**src/rtl/sar_pkg.sv**
```systemverilog
// Shared types and helpers for the 12-bit SAR controller.
package sar_pkg;

    localparam int unsigned NBITS_DEF = 12;

    typedef enum logic [2:0] {
        IDLE,
        SAMP,
        SETTLE,
        COMPARE,
        DONE1,
        DONE2
    } sar_state_t;

    // First trial code of a binary search: only the MSB set.
    function automatic logic [31:0] midscale(input int unsigned nbits);
        return 32'(1) << (nbits - 1);
    endfunction

endpackage

```
**src/rtl/sar_step_reg.sv**
```systemverilog
// DAC trial-code register and bit index for the successive-approximation search.
module sar_step_reg
    import sar_pkg::*;
#(
    parameter int unsigned NBITS = NBITS_DEF
) (
    input  logic             clk,
    input  logic             rst_n,
    input  logic             load_mid,
    input  logic             decide,
    input  logic             decision,
    output logic [NBITS-1:0] dac,
    output logic             last_bit
);

    localparam int unsigned IW = (NBITS > 1) ? $clog2(NBITS) : 1;

    logic [NBITS-1:0] dac_q, dac_d;
    logic [NBITS-1:0] bit_mask;
    logic [IW-1:0]    idx_q, idx_d;

    // Resolve the current bit and raise the next lower one as the new trial.
    always_comb begin
        bit_mask = NBITS'(1) << idx_q;
        dac_d    = dac_q;
        idx_d    = idx_q;
        if (load_mid) begin
            dac_d = NBITS'(midscale(NBITS));
            idx_d = IW'(NBITS - 1);
        end else if (decide) begin
            dac_d = (dac_q & ~bit_mask) | (decision ? bit_mask : '0) | (bit_mask >> 1);
            if (idx_q != '0) begin
                idx_d = idx_q - IW'(1);
            end
        end
    end

    always_ff @(posedge clk or negedge rst_n) begin
        if (!rst_n) begin
            dac_q <= '0;
            idx_q <= '0;
        end else begin
            dac_q <= dac_d;
            idx_q <= idx_d;
        end
    end

    assign dac      = dac_q;
    assign last_bit = (idx_q == '0);

endmodule

```
**src/rtl/sar12_ctrl.sv**
```systemverilog
// SAR ADC sequencer: sample, binary search against an external comparator,
// then present the result on DATA followed by a one-cycle CAPT strobe.
module sar12_ctrl
    import sar_pkg::*;
#(
    parameter int unsigned NBITS         = NBITS_DEF,
    parameter int unsigned SAMPLE_CYCLES = 2,
    parameter int unsigned TIMEOUT       = 15
) (
    input  logic             CK,
    input  logic             RN,
    input  logic             START,
    input  logic             CMP,
    input  logic             CMP_RDY,
    input  logic             ERR_CLR,
    output logic             SAMPLE,
    output logic             CMP_EN,
    output logic [NBITS-1:0] DAC,
    output logic [NBITS-1:0] DATA,
    output logic             CAPT,
    output logic             BUSY,
    output logic             ERR
);

    localparam int unsigned TW = $clog2(TIMEOUT + 1);
    localparam int unsigned SW = $clog2(SAMPLE_CYCLES + 1);

    sar_state_t       state_q, state_d;
    logic [SW-1:0]    samp_cnt_q, samp_cnt_d;
    logic [TW-1:0]    tmo_cnt_q, tmo_cnt_d;
    logic             sample_q, sample_d;
    logic             cmp_en_q, cmp_en_d;
    logic             capt_q, capt_d;
    logic             busy_q, busy_d;
    logic             err_q, err_d;
    logic [NBITS-1:0] data_q, data_d;

    logic             load_mid;
    logic             decide;
    logic             decision;
    logic             err_set;
    logic             last_bit;
    logic [NBITS-1:0] dac;

    sar_step_reg #(
        .NBITS (NBITS)
    ) u_step (
        .clk      (CK),
        .rst_n    (RN),
        .load_mid (load_mid),
        .decide   (decide),
        .decision (decision),
        .dac      (dac),
        .last_bit (last_bit)
    );

    always_comb begin
        state_d    = state_q;
        samp_cnt_d = samp_cnt_q;
        tmo_cnt_d  = tmo_cnt_q;
        data_d     = data_q;
        load_mid   = 1'b0;
        decide     = 1'b0;
        decision   = 1'b0;
        err_set    = 1'b0;

        case (state_q)
            IDLE: begin
                if (START) begin
                    state_d    = SAMP;
                    load_mid   = 1'b1;
                    samp_cnt_d = '0;
                end
            end
            SAMP: begin
                if (samp_cnt_q == SW'(SAMPLE_CYCLES - 1)) begin
                    state_d = SETTLE;
                end else begin
                    samp_cnt_d = samp_cnt_q + SW'(1);
                end
            end
            SETTLE: begin
                state_d   = COMPARE;
                tmo_cnt_d = '0;
            end
            COMPARE: begin
                // A late decision still wins over the timeout in the last cycle.
                if (CMP_RDY) begin
                    decide   = 1'b1;
                    decision = CMP;
                end else if (tmo_cnt_q == TW'(TIMEOUT - 1)) begin
                    decide  = 1'b1;
                    err_set = 1'b1;
                end else begin
                    tmo_cnt_d = tmo_cnt_q + TW'(1);
                end
                if (decide) begin
                    if (last_bit) begin
                        state_d = DONE1;
                        data_d  = (dac & ~NBITS'(1)) | NBITS'(decision);
                    end else begin
                        state_d = SETTLE;
                    end
                end
            end
            DONE1:   state_d = DONE2;
            DONE2:   state_d = IDLE;
            default: state_d = IDLE;
        endcase

        // Outputs follow the state being entered so they are all flop-driven.
        sample_d = (state_d == SAMP);
        cmp_en_d = (state_d == COMPARE);
        capt_d   = (state_d == DONE2);
        busy_d   = (state_d != IDLE);
        err_d    = err_set | (err_q & ~ERR_CLR);
    end

    always_ff @(posedge CK or negedge RN) begin
        if (!RN) begin
            state_q    <= IDLE;
            samp_cnt_q <= '0;
            tmo_cnt_q  <= '0;
            sample_q   <= 1'b0;
            cmp_en_q   <= 1'b0;
            capt_q     <= 1'b0;
            busy_q     <= 1'b0;
            err_q      <= 1'b0;
            data_q     <= '0;
        end else begin
            state_q    <= state_d;
            samp_cnt_q <= samp_cnt_d;
            tmo_cnt_q  <= tmo_cnt_d;
            sample_q   <= sample_d;
            cmp_en_q   <= cmp_en_d;
            capt_q     <= capt_d;
            busy_q     <= busy_d;
            err_q      <= err_d;
            data_q     <= data_d;
        end
    end

    assign SAMPLE = sample_q;
    assign CMP_EN = cmp_en_q;
    assign DAC    = dac;
    assign DATA   = data_q;
    assign CAPT   = capt_q;
    assign BUSY   = busy_q;
    assign ERR    = err_q;

endmodule

```
**config.mk**
```make
export PLATFORM = sky130hd
export DESIGN_NAME = sar12_ctrl
export DESIGN_NICKNAME = d
export VERILOG_FILES = /design/src/rtl/sar_pkg.sv /design/src/rtl/sar_step_reg.sv /design/src/rtl/sar12_ctrl.sv
export SDC_FILE = /design/constraint.sdc
export NUM_CORES = 1
export LEC_CHECK = 0
export CAP_MARGIN = 20
export CORE_ASPECT_RATIO = 1.1
export CORE_MARGIN = 5
export CORE_UTILIZATION = 40
export CTS_BUF_LIST = sky130_fd_sc_hd__clkbuf_8
export DETAILED_ROUTE_END_ITERATION = 10
export PLACE_DENSITY = 0.69
export SYNTH_ARGS = -nofsm -noshare
export SYNTH_HDL_FRONTEND = slang
export SYNTH_SLANG_ARGS = --single-unit
```
**constraint.sdc**
```tcl
create_clock -name CK -period 6.67 [get_ports CK]
set_clock_uncertainty 0.15 [all_clocks]
set_input_delay 1.334 -clock CK [delete_from_list [all_inputs] [get_ports CK]]
set_output_delay 1.334 -clock CK [all_outputs]
set_load 0.05 [all_outputs]
```
==> impl.org, run 1 <==
** Floorplan
- Count of boundary I/O pins :: 35
- X dimension of the die :: 80.7 um
- Total die area :: 7080 sq um
- The floorplan step defined a core boundary enclosing 5360 sq um.
- Starting density of the core :: 0.410
- In this run the core area contains 28 standard-cell rows.
- From bottom edge to top edge, the die measures 87.8 um.

** Logic synthesis
- In the post-synthesis netlist, the cell with the most instances is dfrtp_1.
- When the netlist entered floorplanning its net count stood at 212.
- Syn_area_per_cell :: 11.1 sq um
- Counting flops and latches in the post-synthesis netlist gives 42.
- In the synthesized netlist the dominant register cell turns out to be dfrtp_1.
- Leading post-synthesis cells by instance count :: dfrtp_1, nand2_1
- Post-synthesis sequential area ratio :: 0.478
- Synthesis handed over a netlist of 198 instances.
- Synth cell types :: 52
- Area leader, netlist :: dfrtp_1
- For this run, the number of Yosys warnings is 0.
- Of the post-synthesis cell area, the dominant cell type holds 0.478.
- Netlist area before placement :: 2200 sq um
- Yosys mapped a number of flops with a built-in enable equal to 0.
- After synthesis, the share of flip-flops with an asynchronous set or reset is 1.00.
- Synth area leaders :: dfrtp_1, mux2_4, ha_1, nor4b_1, nand2_1

** GRT
- The first global-routing pass estimated 7.83 mm of wire.
- The initial antenna violation count came to 0.
- Overall Global Routing Usage :: 0.143
- Number of global-route vias before repair :: 1561
- The total overflow left after global routing is 0.
- Entering global routing, the biggest net connects 43 pins.

** Detailed routing
- The detailed router put a total of 2.03 mm of wire on met1.
- Count of vias placed by the detailed router :: 1622
- Detailed route wirelength on metal2 :: 2.23 mm
- Antenna-violating nets left :: 0
- Top metal layer carrying routed signals :: met4
- Met3 Wirelength :: 179 um
- Using the TritonRoute via totals, the vias-per-cell ratio works out to 5.41.
- The first TritonRoute pass finished after 4 iterations.
- After detailed routing, the average wire length per cell comes to 15.1 um.
- Post-detailed-routing wire length :: 4.54 mm
- DR DRC count :: 0
- In this run, the number of DRC markers left after iteration 0 of detailed routing was 60.

** Setup path
- Endpoint arrival time on the critical path :: 3.28 ns
- Count of cells along the worst register-to-register path :: 5
- For the worst setup path, the data required time is 6.70 ns.
- Maximum fanout along the worst path :: 14
- R2r startpoint :: u_step.idx_q[0]$_DFFE_PN0P_
- The critical path is of the primary input to flip-flop type.
- Capture point of the worst reg-to-reg path :: DATA[8]$_DFFE_PN0P_
- Reg-to-reg setup timing slack :: 3.90 ns
- Startpoint kind of the worst setup timing path :: primary input
- Type of element capturing the critical path :: flip-flop
- Critical path launch point :: CMP_RDY
- The most critical setup path has its endpoint at DATA[8]$_DFFE_PN0P_.

** CTS
- The root buffer cell chosen for the clock tree is clkbuf_8.
- In this run the number of H-tree levels came out at 2.
- For this design, the CTS-stage hold fixing added 0 buffers.
- Worst-path clk slew :: 0.08 ns
- Post-cts gate resize count :: 0
- The number of clock buffers added by TritonCTS is 5.
- CTS tree :: done
- Buffers added to address setup during post-CTS repair amount to 0.
- For the worst-skew pair, the clock arrives at the later sink with an insertion delay of 0.29 ns.
- Number of buffers on the longest clock path :: 2
- Clock net sink count :: 42

** Place
- At the end of routability-driven placement, the weighted congestion stood at 0.792.
- Worst setup slack before clock tree synthesis :: 3.08 ns
- The HPWL after detailed placement is 3.11 mm.
- Input and output buffers added on the ports amount to 34.

** Cells and area
- Fraction of final layout cells with drive strength greater than 1 :: 0.124
- The number of antenna diodes in the final layout is 0.
- Nets :: 238
- Layout Area Growth over Synthesis :: 20.0%

** STA
- The clock period could shrink to 3.25 ns.
- Least-Margin Pin Slew :: 0.919 ns
- Setup TNS :: 0 ns
- The count of pins over their slew limit came to 0.
- Max Clk Rate :: 308 MHz
- Measured against its own limit, the worst slew margin works out to 0.387.
- Of the available clock period, the critical path in the final layout requires 0.487.
- The hold violation total from the final report was 0.
- Crit path setup slack, layout :: 3.42 ns
- RSZ-0062 raised after global routing :: no
- Total of endpoints with negative setup slack in the final report :: 0

** Run
- Max-cap violations in this run came to 0.

** Pwr
- Overall power after layout :: 1.27 mW
- Leakage Power :: 1.12 nW
- Peak supply drop :: 192 uV
- Power density relative to cell area :: 482 nW/um^2

** Outcome
- Status :: complete, no violations

** Hold path
- Class of the tightest hold or removal check :: flip-flop to flip-flop
## report_power, final
| group | switching, mW | internal (mW) | total (mW) | leakage, nW |
|---|---|---|---|---|
| sequential | 0.0909 | 0.343 | 0.434 | 0.538 |
| combinational | 0.424 | 0.248 | 0.672 | 0.525 |
| clock | 0.0846 | 0.0820 | 0.167 | 0.0524 |
| total | 0.600 | 0.673 | 1.27 | 1.12 |
## cell families (layout without fill, tap and decap cells)
logic type                 after synthesis  after routing  share of synthesized area
AOI/OAI and AO/OA                       46             46                      0.154
and+or+nand+nor                         67             67                      0.194
muxes                                   14             14                     0.0820
adders and majority gates                8              8                     0.0455
DFF                                     42             42                      0.478
buffers and inverters                   21             48                     0.0467
## cell type report
type	count	area (sq um)
clock buffer	6	82.6
clock inverter	2	8.76
fill	500	2720
inverter	6	22.5
multi-input combinational	135	1040
sequential	42	1050
tap	75	93.8
timing repair buffer	34	335
## worst min path at each step
| stage | start | to | cells after the start |
|---|---|---|---|
| 2_1_floorplan | samp_cnt_q[0]$_DFFE_PN0P_ | samp_cnt_q[0]$_DFFE_PN0P_ | 1 |
| 3_3_place_gp | samp_cnt_q[0]$_DFFE_PN0P_ | samp_cnt_q[0]$_DFFE_PN0P_ | 1 |
| 3_5_place_dp | DATA[1]$_DFFE_PN0P_ | DATA[1]$_DFFE_PN0P_ | 1 |
| 4_1_cts | DATA[6]$_DFFE_PN0P_ | DATA[6]$_DFFE_PN0P_ | 1 |
| 5_1_grt | DATA[10]$_DFFE_PN0P_ | DATA[10]$_DFFE_PN0P_ | 1 |
| 6_report | DATA[5]$_DFFE_PN0P_ | DATA[5]$_DFFE_PN0P_ | 1 |
## sequential cells by signal, indices dropped and copies added, names as in the netlist
| name | cells |
|---|---|
| state_q | 3 |
| CAPT | 1 |
| u_step.dac | 12 |
| u_step.idx_q | 4 |
| ERR | 1 |
| DATA | 12 |
| tmo_cnt_q | 4 |
| BUSY | 1 |
| CMP_EN | 1 |
| SAMPLE | 1 |
| samp_cnt_q | 2 |
## routing by layer
metal / global-route usage / vias up
met4: 0.0614 / 0
met5: 0 / -
met1: 0.183 / 787
met2: 0.232 / 25
met3: 0.0329 / 8
li1: - / 802
## cells in the final DEF, fill, tap and decap left out, types with 6 or more instances in the layout
cell,instances
dfrtp_1,42
mux2_4,7
ha_1,8
nor4b_1,8
o21ai_0,7
clkdlybuf4s50_1,33
clkbuf_8,6
nand3_1,8
a221oi_1,6
nand2_1,16
inv_1,7
a211oi_1,6
## worst max-delay path, stage by stage
cell             delay (ns)
clkdlybuf4s50_1        0.59
a31oi_2                0.16
nor3_4                 0.78
mux2_2                 0.41
## metrics by stage
stage / util / area (sq um) / instances / hold WS, ns
detailed placement: 0.475 / 2550 / 292 / 0.345
global route: 0.492 / 2640 / 300 / 0.378
global placement: 0.475 / 2550 / 292 / 0.333
CTS: 0.492 / 2640 / 300 / 0.367
finish: 0.492 / 2640 / 300 / 0.361
floorplan: - / 2200 / 198 / 0.314
No activity file was read; power rests on OpenSTA's default activity.
==> run 2, diff against run 1 <==
- PLACE_DENSITY: 0.69 -> 0.72
- clock period: 6.67 -> 2.8 ns (I/O delays scaled with it)
==> impl.org, run 2 (synthesis gave the netlist of run 1 again) <==
** GRT
- Global-route wire length before repair :: 7.96 mm
- The initial antenna violation count came to 0.
- Overall Global Routing Usage :: 0.144
- Leftover overflow at the end of global routing :: 0
- The via count of the first global-routing pass came to 1608.
- Maximum number of pins on one net before global-route repair :: 43

** Floorplan
- Core region area :: 5360 sq um
- Die outline height :: 87.8 um
- The initial utilization of the core area, before any placement, comes to 0.410.
- In this run the count of I/O pins placed on the die edge is 35.
- Total die area :: 7080 sq um
- In this run the core area contains 28 standard-cell rows.
- The die is 80.7 um wide.

** Setup path
- The number of buffers and inverters on the critical path is 1.
- Startpoint kind of the worst setup timing path :: flip-flop
- Type of element capturing the critical path :: primary output
- Reg-to-reg setup timing slack :: 0.59 ns
- Series of cell instances along the critical path :: clkdlybuf4s50_1
- In this run the critical register-to-register path is launched from u_step.idx_q[0]$_DFFE_PN0P_.
- Critical path type :: flip-flop to primary output
- Among all stages on the critical path, the largest delay is contributed by clkdlybuf4s50_1.
- The most critical setup path has its startpoint at u_step.dac[4]$_DFFE_PN0P_.
- Capture point of the worst path :: DAC[4]
- For the worst setup path, the data arrival time is 1.51 ns.
- CP top delay family :: buffers and inverters
- Count of cells along the worst register-to-register path :: 6
- On the worst path, the slowest cell contributes a delay of 0.82 ns.
- Required time of the worst setup path :: 2.09 ns
- Count of cell instances traversed by the critical path :: 1
- Maximum fanout along the worst path :: 4
- Capture point of the worst reg-to-reg path :: DATA[8]$_DFFE_PN0P_

** Cells and area
- After filler insertion, the fill cell instance count of the layout stands at 499.
- Sequential cell area :: 1050 sq um
- The final layout contains 242 nets.
- Fraction of final layout cells with drive strength greater than 1 :: 0.140
- Final standard cell area without fillers :: 2680 sq um
- Total inserted antenna cells :: 0
- Layout Area Growth over Synthesis :: 22.0%
- In the layout the commonest cells are dfrtp_1, clkdlybuf4s50_1, nand2_1.
- Multi-input gate area in the final layout :: 1040 sq um
- The library cell used most frequently in the layout, excluding fill and tap cells, is dfrtp_1.

** STA
- Time the final worst path needs with I/O delays and setup :: 2.22 ns
- Final clock period utilization by the worst path :: 0.792
- Headroom to the max-slew limit came out at 0.381.
- Final Max Slew Viols :: 0
- Setup violations remaining at the end of the flow were counted as 0.
- At the pin with the least slew margin, the transition time is 0.929 ns.
- Setup TNS :: 0 ns
- Final Hold Violating Endpoints :: 0
- RSZ-0062 raised after global routing :: no
- Max Clk Rate :: 451 MHz

** Detailed routing
- Post-detailed-routing wire length :: 4.58 mm
- DR DRC count :: 0
- Using the TritonRoute via totals, the vias-per-cell ratio works out to 5.53.
- Before antenna repair, the detailed router went through 4 iterations.
- DRT iter0 DRCs :: 152
- Antenna-violating nets left :: 0
- Count of vias placed by the detailed router :: 1681
- Routed len/inst :: 15.1 um

** Place
- Count of port buffers added during placement :: 34
- Summed over all nets, the half-perimeter wirelength after detailed placement is 3.14 mm.
- Routability-driven placement finished with a final weighted congestion of 0.743.
- Placed Area :: 2590 sq um

** CTS
- After clock tree synthesis, the setup repair step added 0 buffers.
- The root buffer cell chosen for the clock tree is clkbuf_8.
- Number of buffers inserted by hold repair at cts :: 0
- CTS built an H-tree with a depth of 2.
- In this run the deepest clock path goes through 2 buffers.
- Num CTS Buffers :: 5
- Post-cts gate resize count :: 0
- TritonCTS built the clock tree.
- Worst-path clk slew :: 0.08 ns
- The tree built by TritonCTS fans out to 42 sinks.
- Worst-Skew Late Latency :: 0.29 ns

** Pwr
- For this design the ratio of total power to cell area is 1140 nW/um^2.
- IR analysis of the VDD net gives a maximum drop of 418 uV.
- Leakage Power :: 1.14 nW

** Outcome
- Status :: complete, no violations

** Hold path
- The min-delay analysis places its worst path in the category primary input to asynchronous set/reset pin.

** Run
- Max_cap viols :: 0
[run 2: metal layers]
layer,GRT usage,wire length (um),vias to the layer above
met2,0.245,2270,38
met4,0.0461,58,0
li1,-,-,805
met3,0.0370,188,4
met1,0.179,2060,834
met5,0,0,-
[run 2: per-stage QoR]
stage	total power [mW]	hold WS (ns)	utilization	cells	worst slack (ns)
floorplan	2.20	0.114	-	198	0.574
global placement	2.65	0.338	0.483	296	0.475
detailed placement	2.68	0.343	0.483	296	0.442
CTS	3.09	0.289	0.500	304	0.561
global route	3.27	0.332	0.500	304	0.488
finish	3.06	0.256	0.500	304	0.584
[run 2: worst min path at each step]
stage,from,to,slack [ns]
final,RN,u_step.dac[3]$_DFFE_PN0P_,0.26
after global routing,RN,u_step.dac[8]$_DFFE_PN0P_,0.33
after CTS,RN,u_step.dac[11]$_DFFE_PN0P_,0.29
after detailed placement,samp_cnt_q[0]$_DFFE_PN0P_,samp_cnt_q[0]$_DFFE_PN0P_,0.34
after global placement,DATA[5]$_DFFE_PN0P_,DATA[5]$_DFFE_PN0P_,0.34
after floorplan,RN,BUSY$_DFF_PN0_,0.11
[run 2: final cells by class]
cell class	count	share of cell area
clock buffers	6	0.0308
multi-input cells	135	0.390
repair buffers	38	0.141
flip-flops and latches	42	0.392
clock inverters	2	0.00327
inverters	6	0.00840
well taps	75	0.0350
[run 2: power by group]
part           leakage, nW  switching [mW]  internal [mW]
clock network       0.0524           0.202          0.195
registers            0.538           0.218          0.818
logic                0.548            1.02          0.604
